`config.mk`:
```
export PLATFORM = sky130hd
export DESIGN_NAME = spi_master_ctrl
export DESIGN_NICKNAME = d
export VERILOG_FILES = /design/src/rtl/spi_ctrl_pkg.sv /design/src/rtl/spi_clk_div.sv /design/src/rtl/spi_master_ctrl.sv
export SDC_FILE = /design/constraint.sdc
export NUM_CORES = 1
export LEC_CHECK = 0
export ABC_AREA = 0
export CORE_ASPECT_RATIO = 0.8
export CORE_UTILIZATION = 50
export CTS_CLUSTER_DIAMETER = 80
export DETAILED_ROUTE_END_ITERATION = 10
export PLACE_DENSITY = 0.84
export SETUP_SLACK_MARGIN = 0.1
export SYNTH_ARGS = -nofsm -noshare
export SYNTH_HDL_FRONTEND = slang
export SYNTH_HIERARCHICAL = 1
export SYNTH_SLANG_ARGS = --single-unit
```
`constraint.sdc`:
```
create_clock -name clk_i -period 3.6 [get_ports clk_i]
set_clock_uncertainty 0.15 [all_clocks]
set_input_delay 0.72 -clock clk_i [delete_from_list [all_inputs] [get_ports clk_i]]
set_output_delay 0.72 -clock clk_i [all_outputs]
set_load 0.02 [all_outputs]
```
`src/rtl/spi_ctrl_pkg.sv`:
```
// Shared types for the SPI master controller: FSM states, SPI mode and the
// per-transfer control fields captured when a command is accepted.
package spi_ctrl_pkg;

  typedef enum logic [2:0] {
    IDLE     = 3'd0,
    CS_GAP   = 3'd1,
    CS_SETUP = 3'd2,
    SHIFT    = 3'd3,
    CS_HOLD  = 3'd4
  } state_t;

  typedef struct packed {
    logic cpol;
    logic cpha;
  } spi_mode_t;

  typedef struct packed {
    spi_mode_t mode;
    logic      last;
  } cmd_ctrl_t;

endpackage

```
`src/rtl/spi_clk_div.sv`:
```
// Half-period tick generator: reloads on start and after every tick, so a
// tick fires once every (div_i+1) enabled cycles.
module spi_clk_div #(
  parameter int DIV_W = 8
) (
  input  logic             clk_i,
  input  logic             rst_ni,
  input  logic             start_i,
  input  logic             en_i,
  input  logic [DIV_W-1:0] div_i,
  output logic             tick_o
);

  localparam logic [DIV_W-1:0] CNT_ZERO = {DIV_W{1'b0}};
  localparam logic [DIV_W-1:0] CNT_ONE  = {{(DIV_W-1){1'b0}}, 1'b1};

  logic [DIV_W-1:0] cnt_r;

  assign tick_o = en_i && (cnt_r == CNT_ZERO);

  // Half-period down-counter
  always_ff @(posedge clk_i or negedge rst_ni) begin
    if (!rst_ni) begin
      cnt_r <= CNT_ZERO;
    end else if (start_i || tick_o) begin
      cnt_r <= div_i;
    end else if (en_i) begin
      cnt_r <= cnt_r - CNT_ONE;
    end else begin
      cnt_r <= cnt_r;
    end
  end

endmodule

```
`src/rtl/spi_master_ctrl.sv`:
```
// Single-word SPI master: accepts commands, sequences chip select, SCLK and
// MOSI for all CPOL/CPHA modes and returns the word sampled from MISO.
module spi_master_ctrl
  import spi_ctrl_pkg::*;
#(
  parameter int  DATA_W = 8,
  parameter int  DIV_W  = 8,
  parameter int  NUM_CS = 2,
  localparam int CS_W   = (NUM_CS > 1) ? $clog2(NUM_CS) : 1
) (
  input  logic              clk_i,
  input  logic              rst_ni,
  input  logic              cmd_valid_i,
  output logic              cmd_ready_o,
  input  logic [DATA_W-1:0] cmd_data_i,
  input  logic [CS_W-1:0]   cmd_cs_i,
  input  logic              cmd_last_i,
  input  logic              cfg_cpol_i,
  input  logic              cfg_cpha_i,
  input  logic [DIV_W-1:0]  cfg_div_i,
  output logic              rsp_valid_o,
  output logic [DATA_W-1:0] rsp_data_o,
  output logic              busy_o,
  output logic              sclk_o,
  output logic              mosi_o,
  input  logic              miso_i,
  output logic [NUM_CS-1:0] cs_no
);

  localparam int                EC_W      = $clog2(2 * DATA_W);
  localparam logic [EC_W-1:0]   EC_ZERO   = {EC_W{1'b0}};
  localparam logic [EC_W-1:0]   LAST_EDGE = EC_W'(2 * DATA_W - 1);
  localparam logic [NUM_CS-1:0] CS_NONE   = {NUM_CS{1'b1}};

  // Out-of-range indices match no bit, leaving every select released.
  function automatic logic [NUM_CS-1:0] cs_decode(input logic [CS_W-1:0] idx);
    logic [NUM_CS-1:0] cs_n;
    cs_n = CS_NONE;
    for (int i = 0; i < NUM_CS; i++) begin
      if (idx == CS_W'(i)) begin
        cs_n[i] = 1'b0;
      end
    end
    return cs_n;
  endfunction

  state_t            state_r;
  cmd_ctrl_t         ctrl_r;
  logic [CS_W-1:0]   cs_idx_r;
  logic [DIV_W-1:0]  div_r;
  logic [DATA_W-1:0] tx_r;
  logic [DATA_W-1:0] rx_r;
  logic [EC_W-1:0]   edge_cnt_r;
  logic              cs_held_r;
  logic              gap_setup_r;
  logic              ready_r;
  logic              busy_r;
  logic              rsp_valid_r;
  logic [DATA_W-1:0] rsp_data_r;
  logic              sclk_r;
  logic              mosi_r;
  logic [NUM_CS-1:0] cs_n_r;

  logic              accept_s;
  logic              tick_s;
  logic [DIV_W-1:0]  div_sel_s;
  logic              sample_s;
  logic              final_s;
  logic [DATA_W-1:0] rx_next_s;

  assign accept_s  = cmd_valid_i && ready_r;
  assign div_sel_s = accept_s ? cfg_div_i : div_r;
  // Even edge counts are leading edges; cpha picks which edge samples.
  assign sample_s  = (~edge_cnt_r[0]) ^ ctrl_r.mode.cpha;
  assign final_s   = (edge_cnt_r == LAST_EDGE);
  assign rx_next_s = {rx_r[DATA_W-2:0], miso_i};

  spi_clk_div #(
    .DIV_W (DIV_W)
  ) u_clk_div (
    .clk_i   (clk_i),
    .rst_ni  (rst_ni),
    .start_i (accept_s),
    .en_i    (busy_r),
    .div_i   (div_sel_s),
    .tick_o  (tick_s)
  );

  // Transfer sequencer with registered SPI pins and handshake outputs
  always_ff @(posedge clk_i or negedge rst_ni) begin
    if (!rst_ni) begin
      state_r     <= IDLE;
      ctrl_r      <= '{mode: '{cpol: 1'b0, cpha: 1'b0}, last: 1'b0};
      cs_idx_r    <= {CS_W{1'b0}};
      div_r       <= {DIV_W{1'b0}};
      tx_r        <= {DATA_W{1'b0}};
      rx_r        <= {DATA_W{1'b0}};
      edge_cnt_r  <= EC_ZERO;
      cs_held_r   <= 1'b0;
      gap_setup_r <= 1'b0;
      ready_r     <= 1'b0;
      busy_r      <= 1'b0;
      rsp_valid_r <= 1'b0;
      rsp_data_r  <= {DATA_W{1'b0}};
      sclk_r      <= 1'b0;
      mosi_r      <= 1'b0;
      cs_n_r      <= CS_NONE;
    end else begin
      rsp_valid_r <= 1'b0;
      case (state_r)
        IDLE: begin
          if (accept_s) begin
            ctrl_r.mode.cpol <= cfg_cpol_i;
            ctrl_r.mode.cpha <= cfg_cpha_i;
            ctrl_r.last      <= cmd_last_i;
            cs_idx_r         <= cmd_cs_i;
            div_r            <= cfg_div_i;
            tx_r             <= cmd_data_i;
            edge_cnt_r       <= EC_ZERO;
            ready_r          <= 1'b0;
            busy_r           <= 1'b1;
            if (cs_held_r && (cs_idx_r != cmd_cs_i)) begin
              state_r     <= CS_GAP;
              gap_setup_r <= 1'b1;
              cs_held_r   <= 1'b0;
              cs_n_r      <= CS_NONE;
              mosi_r      <= 1'b0;
            end else begin
              state_r <= CS_SETUP;
              cs_n_r  <= cs_decode(cmd_cs_i);
              sclk_r  <= cfg_cpol_i;
              mosi_r  <= cfg_cpha_i ? 1'b0 : cmd_data_i[DATA_W-1];
            end
          end else begin
            ready_r <= 1'b1;
            busy_r  <= 1'b0;
            if (!cs_held_r) begin
              sclk_r <= cfg_cpol_i;
              mosi_r <= 1'b0;
            end else begin
              sclk_r <= sclk_r;
              mosi_r <= mosi_r;
            end
          end
        end
        CS_GAP: begin
          if (tick_s && gap_setup_r) begin
            state_r     <= CS_SETUP;
            gap_setup_r <= 1'b0;
            cs_n_r      <= cs_decode(cs_idx_r);
            sclk_r      <= ctrl_r.mode.cpol;
            mosi_r      <= ctrl_r.mode.cpha ? 1'b0 : tx_r[DATA_W-1];
          end else if (tick_s) begin
            state_r <= IDLE;
            busy_r  <= 1'b0;
            ready_r <= 1'b1;
          end else begin
            state_r <= state_r;
          end
        end
        CS_SETUP: begin
          if (tick_s) begin
            state_r <= SHIFT;
          end else begin
            state_r <= state_r;
          end
        end
        SHIFT: begin
          if (tick_s) begin
            sclk_r     <= ~sclk_r;
            edge_cnt_r <= edge_cnt_r + EC_W'(1'b1);
            if (sample_s) begin
              rx_r <= rx_next_s;
            end else if (!final_s) begin
              // cpha=1 drives the current MSB; cpha=0 already drove it in setup.
              mosi_r <= ctrl_r.mode.cpha ? tx_r[DATA_W-1] : tx_r[DATA_W-2];
              tx_r   <= {tx_r[DATA_W-2:0], 1'b0};
            end else begin
              tx_r <= tx_r;
            end
            if (final_s) begin
              state_r     <= CS_HOLD;
              rsp_valid_r <= 1'b1;
              rsp_data_r  <= sample_s ? rx_next_s : rx_r;
              edge_cnt_r  <= EC_ZERO;
            end else begin
              state_r <= state_r;
            end
          end else begin
            state_r <= state_r;
          end
        end
        CS_HOLD: begin
          if (tick_s && ctrl_r.last) begin
            state_r     <= CS_GAP;
            gap_setup_r <= 1'b0;
            cs_held_r   <= 1'b0;
            cs_n_r      <= CS_NONE;
            mosi_r      <= 1'b0;
          end else if (tick_s) begin
            state_r   <= IDLE;
            cs_held_r <= 1'b1;
            busy_r    <= 1'b0;
            ready_r   <= 1'b1;
          end else begin
            state_r <= state_r;
          end
        end
        default: begin
          state_r   <= IDLE;
          cs_held_r <= 1'b0;
          busy_r    <= 1'b0;
          ready_r   <= 1'b0;
          cs_n_r    <= CS_NONE;
          mosi_r    <= 1'b0;
        end
      endcase
    end
  end

  assign cmd_ready_o = ready_r;
  assign busy_o      = busy_r;
  assign rsp_valid_o = rsp_valid_r;
  assign rsp_data_o  = rsp_data_r;
  assign sclk_o      = sclk_r;
  assign mosi_o      = mosi_r;
  assign cs_no       = cs_n_r;

endmodule
```
==> reports/summary.txt, run 1 <==
Outcome - finished, final reports clean
NetSw - 1.03 mW
Final setup fails - 0
Syn Std Cell Area - 0.00317 mm²
Drt first pass iters - 4
Mapped Cells - 300
Clock network power share - 23.7%
Crit-path max FO - 14
Post-CTS Setup Bufs - 0
Area growth from synthesis to layout - 20.3%
Startpoint Class - flip-flop
Post-synth cell types - 52
ANT nets after route - 0
Final hold vios - 0
Gpl congestion - 0.909
Clock root cell - clkbuf_8
Overall global routing resource usage - 20.4%
Total wire length - 6080 µm
CTS tree - yes
Slew at the pin closest to its max-slew limit - 0.792 ns
Clk sinks - 60
Comb pwr share - 34.9%
Multi-input gate area - 0.00155 mm²
Vias in the first global route - 2208
DP Cell Count - 408
Post-synthesis mux area share - 16.9%
FMAX - 351 MHz
Clock Path Buffers - 2
Syn nets - 327
Vias - 2335
Post-Synth Simple-Gate Area - 14.1%
Pwr Total - 2.84 mW
Design Area, Final - 0.00381 mm²
RSZ-0062 raised after global routing - false
Initial antenna violation count - 0
IO Pins - 39
Post-Place Worst Slack - 0.720 ns
Seq/Total Area, Yosys - 47.5%
Slew Viols, Final - 0
Reg clk slew, reported paths - 0.07 ns
Grt ovf - 0
First-pass GRT wire length - 10400 µm
Nets - 365
Port bufs - 38
Peak supply drop - 446 µV
Post-Layout Cell Count - 424
Height of the chip - 73.2 µm
Hold Crit Class - input pin to asynchronous set/reset pin
Critical R2R Launch - u_clk_div/cnt_r[0]
Compound-gate portion of the synthesized area - 13.3%
Main combinational cell family by area after synthesis - multiplexers
Num rows - 25
Chip width - 91.0 µm
Layout Utilization - 63.5%
Syn avg cell area - 10.6 µm²
H-Tree Depth - 3
Tmin final - 2.85 ns
# Max-Cap Violations - 0
Critical path capture point type - flip-flop
Core Area - 0.00601 mm²
Relative slew slack - 47.2%
Mean routed wirelength per cell - 14.3 µm
P_leak - 1.66 nW
Iteration-0 DRC count of the detailed router - 122
Clk_lat worst skew - 0.33 ns
Post-DP HPWL - 4210 µm
Vias per cell - 5.51
Die area - 0.00666 mm²
Setup TNS - 0 ns
Sw Share - 36.2%
Period utilization - 79.0%
Adder-Cell Fraction of Synth Area - 1.18%
Crit path launch - u_clk_div/cnt_r[0]
Yosys warns - 6
Synthesis-stage register bit count - 60
Post-CTS Hold Buffers - 0
Final setup margin - 0.754 ns
Sequential cell area - 0.00150 mm²
Placed Area - 0.00359 mm²
Fin Hold WS - 0.253 ns
Post-Synth XOR/XNOR Area - 3.36%
N_diodes - 0
Pwr Density - 745 mW/mm²
Initial Utilization - 52.8%
Crit path kind - flip-flop to flip-flop
Sequential Power Share - 41.4%
Fillers - 511
Share of cells above drive strength 1 - 19.8%
Largest net degree at the start of global routing - 30
Post-CTS Resized - 0
CP required - 3.67 ns
Cts bufs inserted - 9
Arrival @ worst endpoint - 2.92 ns
Post-route DRC - 0
Design internal power - 1.81 mW
power by group through the flow:
| stage | Combinational, mW | Clock [mW] | Sequential (mW) |
|---|---|---|---|
| after global placement | 0.957 | 0 | 1.17 |
| final | 0.990 | 0.673 | 1.18 |
| after floorplan | 0.816 | 0 | 1.10 |
| after detailed placement | 0.994 | 0 | 1.18 |
| after CTS | 1.00 | 0.691 | 1.17 |
| after global routing | 1.09 | 0.723 | 1.21 |
metal layers:
| metal | up-vias | track usage [%] | part of all wire, % |
|---|---|---|---|
| li1 | 1152 | - | - |
| met1 | 1105 | 27.0 | 47 |
| met2 | 71 | 32.7 | 47 |
| met3 | 7 | 5.73 | 5.7 |
| met4 | 0 | 7.05 | 0.90 |
| met5 | - | 0 | 0 |
Yosys cell counts, drive strengths merged:
master,n,area share (%)
xnor2,5,2.0
nor3,2,0.67
nand2,23,2.7
nand4,3,0.59
mux2,32,11
o221ai,3,0.83
o22ai,2,0.39
or4b,1,0.32
and3b,1,0.28
nand3,11,1.7
a21o,1,0.24
o31ai,2,0.47
a31oi,2,0.59
buf,13,2.4
nand3b,1,0.24
dfstp,2,1.7
and2b,1,0.24
dfrtp,58,46
nor4,1,0.67
or2,1,0.20
xor2,5,1.4
ha,3,1.2
nor2b,4,0.79
and2,1,0.20
nand2b,2,0.39
mux2i,17,5.4
nor2,28,3.6
nand4bb,1,0.36
and3,3,0.63
nor4b,1,0.47
a21oi,25,4.1
a31o,2,0.55
o21ai,24,3.9
a211oi,2,0.63
o311ai,2,0.55
a32o,1,0.32
o211ai,2,0.47
clkbuf,2,0.24
inv,9,1.1
a22oi,1,0.24
cell families (layout without fill, tap and decap cells):
family	after synthesis	in the layout
mux	49	49
flops	60	60
compound gates	69	69
xor+xnor	10	10
simple gates	85	85
fa+ha+maj	3	3
buf+inv	24	67
cells in the final DEF (no fill, tap or decap), types with 3 or more instances in the layout:
cell	synthesis	routed
a21oi_1	24	24
buf_4	0	4
clkbuf_8	0	9
clkdlybuf4s50_1	0	37
dfrtp_1	58	58
ha_1	3	3
inv_1	9	9
mux2_2	30	30
mux2i_1	17	17
nand2_1	23	23
nand3_1	11	11
nand4_1	3	3
nor2_1	26	26
nor2b_1	4	4
o21ai_0	23	23
o221ai_1	3	3
xnor2_1	4	4
xor2_1	5	5
flip-flops by register name (all words and copies together) (netlist names), 2 cells and up:
register,count
div_r,8
rsp_data_o,8
edge_cnt_r,4
tx_r,8
state_r,3
rx_r,8
ctrl_r,3
cs_no,2
u_clk_div/cnt_r,8
critical path: stages, from the launching register on:
cell and delay [ns]:
dfrtp_1 0.43, inv_1 0.10, ha_1 0.17, nor2b_1 0.24
and3_2 0.39, nand3_1 0.23, nor2b_1 0.62, mux2_2 0.41
final cells by class:
type	instances	share of cell area, %
Clock buffer	9	3.25
Timing Repair Buffer	42	10.6
Tap cell	81	2.66
Inverter	9	0.886
Multi-Input combinational cell	216	40.6
Sequential cell	60	39.4
Clock inverter	7	2.56
path summary, 6_finish.rpt:
path	to	slack, ns	cells past startpoint
worst max-delay path	rx_r[6]	0.75	7
min in group clk_i	tx_r[2]	0.34	2
worst min-delay path	tx_r[4]	0.25	1
max in group asynchronous	div_r[1]	2.33	2
worst min register to register	tx_r[2]	0.34	2
worst max register to register	rx_r[6]	0.75	7
Power figures use the tool's default switching activity.
==> run 2, diff against run 1 <==
--- a/config.mk
+++ b/config.mk
@@ -10,7 +10,7 @@
 export CORE_UTILIZATION = 50
 export CTS_CLUSTER_DIAMETER = 80
 export DETAILED_ROUTE_END_ITERATION = 10
-export PLACE_DENSITY = 0.84
+export PLACE_DENSITY = 0.87
 export SETUP_SLACK_MARGIN = 0.1
 export SYNTH_ARGS = -nofsm -noshare
 export SYNTH_HDL_FRONTEND = slang
==> constraint.sdc (replaced) <==
create_clock -name clk_i -period 2.4 [get_ports clk_i]
set_clock_uncertainty 0.15 [all_clocks]
set_input_delay 0.48 -clock clk_i [delete_from_list [all_inputs] [get_ports clk_i]]
set_output_delay 0.48 -clock clk_i [all_outputs]
set_load 0.02 [all_outputs]
==> run 2 against run 1 <==
Worst hold slack gained 0.083 ns; clock power grew 50%; register-to-register slack lost 0.64 ns; final area grew 4.4%; setup slack lost 0.64 ns; highest routed layer unchanged.
==> reports/summary.txt, run 2 (synthesis results as in run 1) <==
Outcome - finished, final reports clean
Design Area, Final - 0.00398 mm²
Layout Utilization - 66.3%
Clk_lat worst skew - 0.35 ns
Crit path kind - flip-flop to flip-flop
Clock root cell - clkbuf_8
IO Pins - 39
Total wire length - 6660 µm
Nets - 383
Grt ovf - 0
Vias - 2465
Clock Path Buffers - 2
Crit-path max FO - 8
Period utilization - 95.2%
RSZ-0062 raised after global routing - true
CTS tree - yes
Port bufs - 38
N_diodes - 0
# Max-Cap Violations - 0
Arrival @ worst endpoint - 2.39 ns
FMAX - 438 MHz
Comb pwr share - 38.8%
Sw Share - 36.4%
DP Cell Count - 423
P_leak - 1.76 nW
Chip width - 91.0 µm
Area growth from synthesis to layout - 25.5%
ANT nets after route - 0
Critical Path End - edge_cnt_r[3]
Mean routed wirelength per cell - 15.1 µm
Iteration-0 DRC count of the detailed router - 186
Pwr Density - 1110 mW/mm²
Reg clk slew, reported paths - 0.07 ns
Slew at the pin closest to its max-slew limit - 0.524 ns
Design internal power - 2.80 mW
Clk sinks - 60
Largest net degree at the start of global routing - 41
Vias per cell - 5.58
Post-Layout Cell Count - 442
Peak supply drop - 714 µV
Tmin final - 2.28 ns
Clock network power share - 23.0%
Die area - 0.00666 mm²
Setup TNS - 0 ns
Initial antenna violation count - 0
Height of the chip - 73.2 µm
Cts bufs inserted - 9
Critical R2R Launch - u_clk_div/cnt_r[0]
Fin Hold WS - 0.336 ns
Gpl congestion - 0.935
Crit path launch - u_clk_div/cnt_r[0]
Register-to-register setup slack - 0.12 ns
CP required - 2.50 ns
Sequential Power Share - 38.1%
Placed Area - 0.00372 mm²
End of the worst register-to-register path - edge_cnt_r[3]
Relative slew slack - 65.0%
Post-route DRC - 0
Hold Crit Class - flip-flop to flip-flop
H-Tree Depth - 3
Final hold vios - 0
Final setup fails - 0
Post-DP HPWL - 4640 µm
Share of cells above drive strength 1 - 24.1%
Vias in the first global route - 2398
Core Area - 0.00601 mm²
First-pass GRT wire length - 11700 µm
Overall global routing resource usage - 22.9%
Num rows - 25
Drt first pass iters - 5
Most common cell after layout, fill and taps aside - dfrtp_1
Slew Viols, Final - 0
NetSw - 1.60 mW
Cell count of the worst reg-to-reg path - 9
Most frequent cells in the layout - dfrtp_1 (58), clkdlybuf4s50_1 (37), mux2_2 (30), nor2_1 (26)
Startpoint Class - flip-flop
Critical path capture point type - flip-flop
Initial Utilization - 52.8%
## run 2: how the worst min path moves through the flow
stage               startpoint       to  slack, ns  depth (start not counted)
floorplan               rst_ni   busy_o       0.03                          0
global placement       tx_r[1]  tx_r[1]       0.32                          2
detailed placement     tx_r[5]  tx_r[5]       0.33                          2
CTS                    tx_r[5]  tx_r[5]       0.34                          2
global route           tx_r[2]  tx_r[2]       0.37                          2
finish                 tx_r[5]  tx_r[5]       0.34                          2
## run 2: per-stage QoR
step                      power (mW)  setup slack [ns]
after floorplan                 2.88             0.238
after global placement          3.28             0.163
after detailed placement        3.34            0.0739
after CTS                       4.39             0.128
after global routing            4.69            0.0127
final                           4.40             0.116
## run 2: layout make-up
type	count	area, µm²
Timing Repair Buffer	60	556
Sequential cell	60	1500
Multi-Input combinational cell	216	1560
Fill cell	474	2030
Tap cell	81	101
Clock inverter	7	98.8
Clock buffer	9	124
Inverter	9	33.8
## run 2: timing repair
| item | CTS | global route |
|---|---|---|
| setup buffers | 0 | 2 |
| gates resized for setup | 2 | 2 |
| endpoints found under the setup margin | 13 | 27 |
| pin swaps | 0 | 1 |
| hold buffers | 1 | 0 |
| hold endpoints to repair | 18 | 0 |
## run 2: critical path, cell delays in order, from the launching register on
cell	delay [ns]
dfrtp_1	0.42
inv_1	0.09
ha_1	0.18
nor2b_4	0.19
and3_4	0.26
nand3_1	0.12
a21oi_2	0.25
nand4_1	0.14
xor2_1	0.17
a211oi_1	0.21
## run 2: power groups by stage
stage / Clock, mW / Sequential, mW / Combinational (mW)
3_5_place_dp: 0 / 1.69 / 1.66
5_1_grt: 1.09 / 1.72 / 1.88
6_report: 1.01 / 1.68 / 1.71
3_3_place_gp: 0 / 1.67 / 1.60
2_1_floorplan: 0 / 1.65 / 1.22
4_1_cts: 1.04 / 1.68 / 1.68
## run 2: metal layers
layer	vias up	track usage, %	part of all wire [%]
met2	105	37.2	48
li1	1187	-	-
met4	0	9.35	1.9
met5	-	0	0
met3	14	6.46	6.9
met1	1159	29.3	44
